==> src/rtl/apb3_master_arb.sv <==
// Round-robin arbiter that shares one APB3 master port between NUM_REQ requesters.
// Sequences SETUP/ACCESS, bounds the PREADY wait, and returns data/error per requester.
module apb3_master_arb #(
  parameter int unsigned NUM_REQ        = 2,
  parameter int unsigned ADDR_WIDTH     = 12,
  parameter int unsigned DATA_WIDTH     = 32,
  parameter int unsigned TIMEOUT_CYCLES = 256
) (
  input  logic                          clk,
  input  logic                          rst_n,
  input  logic [NUM_REQ-1:0]            req_valid,
  input  logic [NUM_REQ-1:0]            req_write,
  input  logic [NUM_REQ*ADDR_WIDTH-1:0] req_addr,
  input  logic [NUM_REQ*DATA_WIDTH-1:0] req_wdata,
  output logic [NUM_REQ-1:0]            req_ready,
  output logic [NUM_REQ-1:0]            rsp_valid,
  output logic [DATA_WIDTH-1:0]         rsp_rdata,
  output logic                          rsp_err,
  output logic                          busy,
  output logic [ADDR_WIDTH-1:0]         paddr,
  output logic                          psel,
  output logic                          penable,
  output logic                          pwrite,
  output logic [DATA_WIDTH-1:0]         pwdata,
  input  logic [DATA_WIDTH-1:0]         prdata,
  input  logic                          pready,
  input  logic                          pslverr
);

  localparam int unsigned PTR_W = (NUM_REQ > 1) ? $clog2(NUM_REQ) : 1;
  localparam int unsigned CNT_W = (TIMEOUT_CYCLES > 1) ? $clog2(TIMEOUT_CYCLES) : 1;

  typedef enum logic [1:0] {IDLE, SETUP, ACCESS} state_e;

  state_e                  state_q, state_d;
  logic [PTR_W-1:0]        ptr_q, ptr_d;
  logic [PTR_W-1:0]        gnt_q, gnt_d;
  logic [CNT_W-1:0]        cnt_q, cnt_d;
  logic [NUM_REQ-1:0]      rsp_valid_q, rsp_valid_d;
  logic [DATA_WIDTH-1:0]   rsp_rdata_q, rsp_rdata_d;
  logic                    rsp_err_q, rsp_err_d;
  logic                    busy_q, busy_d;
  logic [ADDR_WIDTH-1:0]   paddr_q, paddr_d;
  logic                    psel_q, psel_d;
  logic                    penable_q, penable_d;
  logic                    pwrite_q, pwrite_d;
  logic [DATA_WIDTH-1:0]   pwdata_q, pwdata_d;

  logic                    gnt_found;
  logic [PTR_W-1:0]        gnt_idx;
  logic [PTR_W-1:0]        cand;
  logic                    timeout_hit;

  // First pending requester scanning upward from the rotating pointer.
  always_comb begin
    gnt_found = 1'b0;
    gnt_idx   = '0;
    cand      = '0;
    for (int unsigned i = 0; i < NUM_REQ; i++) begin
      cand = PTR_W'((32'(ptr_q) + i) % NUM_REQ);
      if (!gnt_found && req_valid[cand]) begin
        gnt_found = 1'b1;
        gnt_idx   = cand;
      end
    end
  end

  // Accept pulse is combinational; gated by rst_n so it drops the instant reset asserts.
  assign req_ready = (rst_n && state_q == IDLE && gnt_found) ? (NUM_REQ'(1) << gnt_idx) : '0;

  assign timeout_hit = (TIMEOUT_CYCLES != 0) && (cnt_q == CNT_W'(TIMEOUT_CYCLES - 1));

  always_comb begin
    state_d     = state_q;
    ptr_d       = ptr_q;
    gnt_d       = gnt_q;
    cnt_d       = cnt_q;
    rsp_valid_d = '0;
    rsp_rdata_d = rsp_rdata_q;
    rsp_err_d   = rsp_err_q;
    busy_d      = busy_q;
    paddr_d     = paddr_q;
    psel_d      = psel_q;
    penable_d   = penable_q;
    pwrite_d    = pwrite_q;
    pwdata_d    = pwdata_q;
    unique case (state_q)
      IDLE: begin
        if (gnt_found) begin
          state_d  = SETUP;
          gnt_d    = gnt_idx;
          ptr_d    = PTR_W'((32'(gnt_idx) + 1) % NUM_REQ);
          paddr_d  = req_addr[32'(gnt_idx)*ADDR_WIDTH +: ADDR_WIDTH];
          pwdata_d = req_wdata[32'(gnt_idx)*DATA_WIDTH +: DATA_WIDTH];
          pwrite_d = req_write[gnt_idx];
          psel_d   = 1'b1;
          busy_d   = 1'b1;
        end
      end
      SETUP: begin
        state_d   = ACCESS;
        penable_d = 1'b1;
        cnt_d     = '0;
      end
      ACCESS: begin
        if (pready || timeout_hit) begin
          state_d             = IDLE;
          psel_d              = 1'b0;
          penable_d           = 1'b0;
          busy_d              = 1'b0;
          rsp_valid_d[gnt_q]  = 1'b1;
          // A late PREADY in the abort cycle still completes the transfer normally.
          rsp_err_d           = pready ? pslverr : 1'b1;
          rsp_rdata_d         = (pready && !pwrite_q) ? prdata : '0;
        end else begin
          cnt_d = cnt_q + CNT_W'(1);
        end
      end
      default: state_d = IDLE;
    endcase
  end

  always_ff @(posedge clk or negedge rst_n) begin
    if (!rst_n) begin
      state_q     <= IDLE;
      ptr_q       <= '0;
      gnt_q       <= '0;
      cnt_q       <= '0;
      rsp_valid_q <= '0;
      rsp_rdata_q <= '0;
      rsp_err_q   <= 1'b0;
      busy_q      <= 1'b0;
      paddr_q     <= '0;
      psel_q      <= 1'b0;
      penable_q   <= 1'b0;
      pwrite_q    <= 1'b0;
      pwdata_q    <= '0;
    end else begin
      state_q     <= state_d;
      ptr_q       <= ptr_d;
      gnt_q       <= gnt_d;
      cnt_q       <= cnt_d;
      rsp_valid_q <= rsp_valid_d;
      rsp_rdata_q <= rsp_rdata_d;
      rsp_err_q   <= rsp_err_d;
      busy_q      <= busy_d;
      paddr_q     <= paddr_d;
      psel_q      <= psel_d;
      penable_q   <= penable_d;
      pwrite_q    <= pwrite_d;
      pwdata_q    <= pwdata_d;
    end
  end

  assign rsp_valid = rsp_valid_q;
  assign rsp_rdata = rsp_rdata_q;
  assign rsp_err   = rsp_err_q;
  assign busy      = busy_q;
  assign paddr     = paddr_q;
  assign psel      = psel_q;
  assign penable   = penable_q;
  assign pwrite    = pwrite_q;
  assign pwdata    = pwdata_q;

endmodule

==> config.mk <==
export PLATFORM = sky130hd
export DESIGN_NAME = apb3_master_arb
export DESIGN_NICKNAME = d
export VERILOG_FILES = /design/src/rtl/apb3_master_arb.sv
export SDC_FILE = /design/constraint.sdc
export NUM_CORES = 1
export LEC_CHECK = 0
export ABC_AREA = 1
export ABC_CLOCK_PERIOD_IN_PS = 3480
export CORE_ASPECT_RATIO = 0.8
export CORE_MARGIN = 2
export CORE_UTILIZATION = 33
export CTS_CLUSTER_DIAMETER = 100
export DETAILED_ROUTE_END_ITERATION = 8
export GPL_TIMING_DRIVEN = 0
export PLACE_DENSITY = 0.75
export SYNTH_ARGS = -nofsm -noshare
export SYNTH_HDL_FRONTEND = slang
export SYNTH_SLANG_ARGS = --single-unit
==> constraint.sdc <==
create_clock -name clk -period 3.48 [get_ports clk]
set_clock_uncertainty 0.05 [all_clocks]
set_input_delay 0.87 -clock clk [delete_from_list [all_inputs] [get_ports clk]]
set_output_delay 0.87 -clock clk [all_outputs]
set_load 0.01 [all_outputs]
# ---- After elaboration in Yosys (flattened, before gate mapping)
# Index checks and enable logic that the tools add are counted.
dict set report word_totals {
  input_bits 128
  elab_cells 73
  output_inout_bits 85
  regBits 94
}
dict set report classes {
  shifts 3
  n_eq_ne 6
  muxes 26
  n_mul 1
  reduce_logical 17
  add_sub_neg 3
  magnitude_cmp 5
}
# operator n
set ops {}
lappend ops {{$shiftx A64 B7 Y32} 1}
lappend ops {{$mux W32} 1}
lappend ops {{$shiftx A24 B6 Y12} 1}
lappend ops {{$pmux W8 S2} 1}
lappend ops {{$mux W1} 14}
lappend ops {{$mux W2} 5}
lappend ops {{$reduce_and A2 Y1} 5}
lappend ops {{$add A8 B1 Y8 const B} 1}
lappend ops {{$eq A8 B8 Y1 const B} 1}
lappend ops {{$lt A1 B2 Y1 const B} 4}
lappend ops {{$mux W8} 1}
lappend ops {{$ne A2 B2 Y1 const B} 3}
lappend ops {{$pmux W2 S3} 1}
lappend ops {{$logic_and A1 B1 Y1} 5}
lappend ops {{$pmux W1 S2} 2}
lappend ops {{$reduce_bool A2 Y1} 2}
lappend ops {{$mul A1 B2 Y3 const B} 1}
lappend ops {{$reduce_and A3 Y1} 1}
lappend ops {{$add A1 B1 Y1 const B} 2}
lappend ops {{$eq A2 B1 Y1 const B} 1}
lappend ops {{$eq A2 B2 Y1 const B} 1}
lappend ops {{$logic_not A1 Y1} 2}
lappend ops {{$logic_not A2 Y1} 1}
lappend ops {{$shl A1 B1 Y2 const A} 1}
lappend ops {{other kinds (3)} 3}

# ---- Logic depth before layout (Yosys ltp)
dict set report logic_depth {
  ltp_word 8
  mapped_depth 9
}

# ---- Worst setup path before layout
# No wires, ideal clock.
dict set report synth_path {
  path_type {in2out}
  startpoint {input req_valid[0]}
  endpoint {output req_ready[1]}
  setup_slack_ps 1175
  arrival_ps 1385
  t_required_ps 2560
  path_stages 5
  path_cell_list {nand2_1 -> nand2_1 -> nor2_4 -> inv_1 -> nor2_1}
}
dict set report synth_via {
  elab_chain_len 8
  word_cells_on_any_way 13
  cone_classes {1 x shift; 9 x mux; 3 x reduce/logical}
}
# item line
set synth_rtl {}
lappend synth_rtl {{from (decl)} 11} ;# input logic [NUM_REQ-1:0] req_valid,
lappend synth_rtl {{$mux W1 (implied by the code) (2 in series)} 61} ;# if (!gnt_found && req_valid[cand]) begin
lappend synth_rtl {{$mux W1} 61}
lappend synth_rtl {{$logic_not A1 Y1} 61}
lappend synth_rtl {{$logic_and A1 B1 Y1} 61}
lappend synth_rtl {{$mux W1} 61}
lappend synth_rtl {{$shl A1 B1 Y2 / $logic_and A1 B1 Y1 (equally long branches)} 69} ;# assign req_ready = (rst_n && state_q == IDLE && gnt_found) ? (NUM_REQ'(1) << gnt_idx) : '0;
lappend synth_rtl {{$mux W2 *} 69}
lappend synth_rtl {{to (decl)} 15} ;# output logic [NUM_REQ-1:0] req_ready,
# Every way passes the cells marked *; elsewhere a longest branch is shown, timed or not. The select of a mux whose other input is x is not followed.

# ---- Worst setup path after layout
dict set report layout_path {
  startpoint {input req_valid[0]}
  endpoint {output req_ready[0]}
}
# The elaborated chain is that of the path after synthesis.

==> impl_metrics.py <==
metrics = {
    "cells_and_area": {
        "fill_cells": 1140,
        "mostFrequentLayoutCell": "nand2_1",
        "fin_util_pct": 54.4,
        "area.growth.synth_to_final_pct": 62.9,
        "drive_above_1_share_pct": 12.3,
        "fin_nets": 840,
        "num_antenna_cells": 0,
        "fin_area_mm2": 0.00690,
        "layout_common_cells": "nand2_1, clkdlybuf4s50_1, dfrtp_1",
    },
    "floorplanning": {
        "fp.coreArea_mm2": 0.0127,
        "rows": 37,
        "die_area_mm2": 0.0138,
        "die_y_um": 105,
        "boundaryPins": 213,
        "die-width_um": 131,
        "initial_core_util_pct": 33.4,
    },
    "placement": {
        "placed_cell_area_mm2": 0.00660,
        "routabilityCongestion": 0.791,
        "dp_hpwl_um": 9300,
        "port_buffers": 212,
    },
    "critical_path": {
        "setup.worst_path.start": "req_valid[0]",
        "worst-path-buf-inv": 2,
        "critical_path.slowest_cell": "clkdlybuf4s50_1",
        "cp_top_family": "buffers and inverters",
        "ff2ff_path_depth": 8,
        "timing.rr.start": "cnt_q[0]$_DFFE_PN0P_",
        "worstPathRequired_ps": 2560,
        "cp_slowest_stage_delay_ps": 580,
        "crit_top_cell": "nand2_1",
        "cp_max_fo": 3,
        "cp_num_cells": 6,
        "cp-end-kind": "output pin",
        "crit_chain": "clkdlybuf4s50_1, nand2_1, nand2_1, nand2_1, nor2_1, clkdlybuf4s50_1",
        "critPathKind": "in -> out",
        "cp.arrival_ps": 2360,
        "critPathLaunchType": "primary input",
    },
    "detailed_routing": {
        "wl_met2_um": 5640,
        "route.top_layer_used": "met4",
        "drtPass1Iterations": 4,
        "wl_um": 12100,
        "wl_met1_um": 5420,
        "wl_per_cell_um": 13.5,
        "vias": 4007,
        "met3_length_um": 803,
        "route.detailed.drc": 0,
        "viasPerCell": 4.50,
        "drtIter0Drc": 233,
        "ant_nets": 0,
    },
    "global_routing": {
        "antenna_found_initial": 0,
        "grt_pass1_wl_um": 19600,
        "globalRouteOverflowTotal": 0,
        "grt_pass1_vias": 4045,
        "track_usage_pct": 17.8,
        "grt_max_degree": 53,
    },
    "sta": {
        "setup_viol": 0,
        "slew_violations": 0,
        "rsz0062_at_grt": "no",
        "tightest_slew_ps": 441,
        "min_period_ps": 3280,
        "maxSlewHeadroom_pct": 70.6,
        "finalHoldViolCount": 0,
        "fmax_mhz": 305,
        "fin_crit_sh_pct": 94.3,
    },
    "yosys": {
        "ys_warn_count": 0,
        "synth_top_area_share_pct": 55.5,
        "synth_top_area_cell": "dfrtp_1",
        "synth_area_leaders": "dfrtp_1, nand2_1, o21ai_2, nand3_1, buf_6",
        "synth_cell_type_count": 21,
        "syn-mean-instance-area_um2": 8.72,
        "syn-num-nets": 615,
        "synth.ff_latch_count": 94,
        "syn_area_mm2": 0.00424,
        "postSynthCellCount": 486,
        "ys_seq_area_share_pct": 55.5,
    },
    "worst_hold_path": {
        "min_from": "gnt_q$_DFFE_PN0P_",
        "min_delay_path_depth": 1,
        "hp-class": "reg -> reg",
    },
    "clock_tree": {
        "path_clk_slew_ps": 60,
        "htreeDepth": 3,
        "root_buffer": "clkbuf_16",
        "clock_sinks": 94,
        "cts_buffer_depth": 2,
        "clk_latency_ps": 330,
        "cts_tree": "yes",
        "hold_buffers": 0,
        "cts_buffers": 9,
    },
    "power_and_ir_drop": {
        "powerDensity_mw_per_mm2": 798,
        "p_leak_nw": 3.10,
        "vdd.ir_drop.worst_mv": 0.344,
    },
    "outcome": {
        "status": "completed",
    },
    "job": {
        "max_cap_viol_count": 0,
    },
}
cells by family (layout without fill, tap and decap cells):
group,count (synthesis),after routing,share of synthesized area [%]
AO/OA/AOI/OAI,38,38,7.50
XOR/XNOR,2,2,0.413
adder cells (fa/ha/maj),1,1,0.295
buffers and inverters,39,269,5.91
flip-flops,94,94,55.5
AND/OR/NAND/NOR,312,312,30.4
per-layer routing:
| metal | up-vias | global-route usage (%) |
|---|---|---|
| li1 | 1984 | - |
| met1 | 1856 | 24.0 |
| met2 | 150 | 28.2 |
| met3 | 17 | 4.47 |
| met4 | 0 | 5.70 |
| met5 | - | 0 |
cell type report:
type                       instances  area, um2  area share (%)
sequential                        94       2350            34.1
clock buffer                      12        256            3.72
tap                              175        219            3.17
buffer                            24        194            2.81
timing repair buffer             214       2160            31.3
multi-input combinational        353       1640            23.7
clock inverter                     4       31.3           0.453
inverter                          15       56.3           0.816
worst register-to-register path: stages (launching register included):
cell	delay [ps]
dfrtp_1	410
ha_1	240
nand2_2	100
nor2_2	60
nand2_2	80
nand3_2	170
inv_1	240
nand2_1	80
nand2_1	80
state kept, by name, indices dropped and copies added (netlist names), 2 cells and up:
name	cells
pwdata	32
paddr	12
state_q	2
cnt_q	8
rsp_valid	2
rsp_rdata	32
power by group:
part	leakage, nW	internal, mW	switching, mW
logic	1.78	1.41	1.27
registers	1.20	1.60	0.291
clock network	0.131	0.525	0.411
stage by stage:
stage	setup slack (ps)	instances	setup TNS [ps]	hold WS [ps]	total power [mW]
3_5_place_dp	0.00533	874	0	366	4.61
4_1_cts	61.2	890	0	376	5.58
3_3_place_gp	-3080	873	-202260	367	4.54
2_1_floorplan	1180	486	0	353	3.15
6_report	199	891	0	377	5.51
5_1_grt	32.1	891	0	413	5.91
cells in the mapped netlist:
| master | number |
|---|---|
| nand4_1 | 1 |
| buf_6 | 7 |
| nand3_2 | 1 |
| o21ai_2 | 34 |
| dfrtp_1 | 94 |
| nor2_2 | 2 |
| nand3_1 | 55 |
| nor2_4 | 2 |
| buf_4 | 5 |
| inv_1 | 12 |
| nand2_1 | 235 |
| nand2_4 | 1 |
| clkbuf_8 | 2 |
| buf_2 | 10 |
| o21ai_0 | 4 |
| ha_1 | 1 |
| inv_2 | 3 |
| nand2_2 | 3 |
| nor2_1 | 11 |
| nand3b_1 | 1 |
| xor2_1 | 2 |
what timing repair did:
| action | 4_1_cts | 5_1_grt |
|---|---|---|
| pin swaps | 0 | 1 |
| gates resized for setup | 1 | 0 |
| setup endpoints to repair | 1 | 1 |
| buffers inserted | 0 | 1 |
final timing paths:
check,endpoint,slack [ps]
max in group asynchronous,pwdata[20]$_DFFE_PN0P_,2370
worst min register to register,rsp_valid[0]$_DFF_PN0_,380
worst max register to register,cnt_q[3]$_DFFE_PN0P_,1910
min in group asynchronous,cnt_q[4]$_DFFE_PN0P_,410
worst max-delay path,req_ready[0],200
worst min-delay path,rsp_valid[0]$_DFF_PN0_,380
No activity file was read; power rests on OpenSTA's default activity.
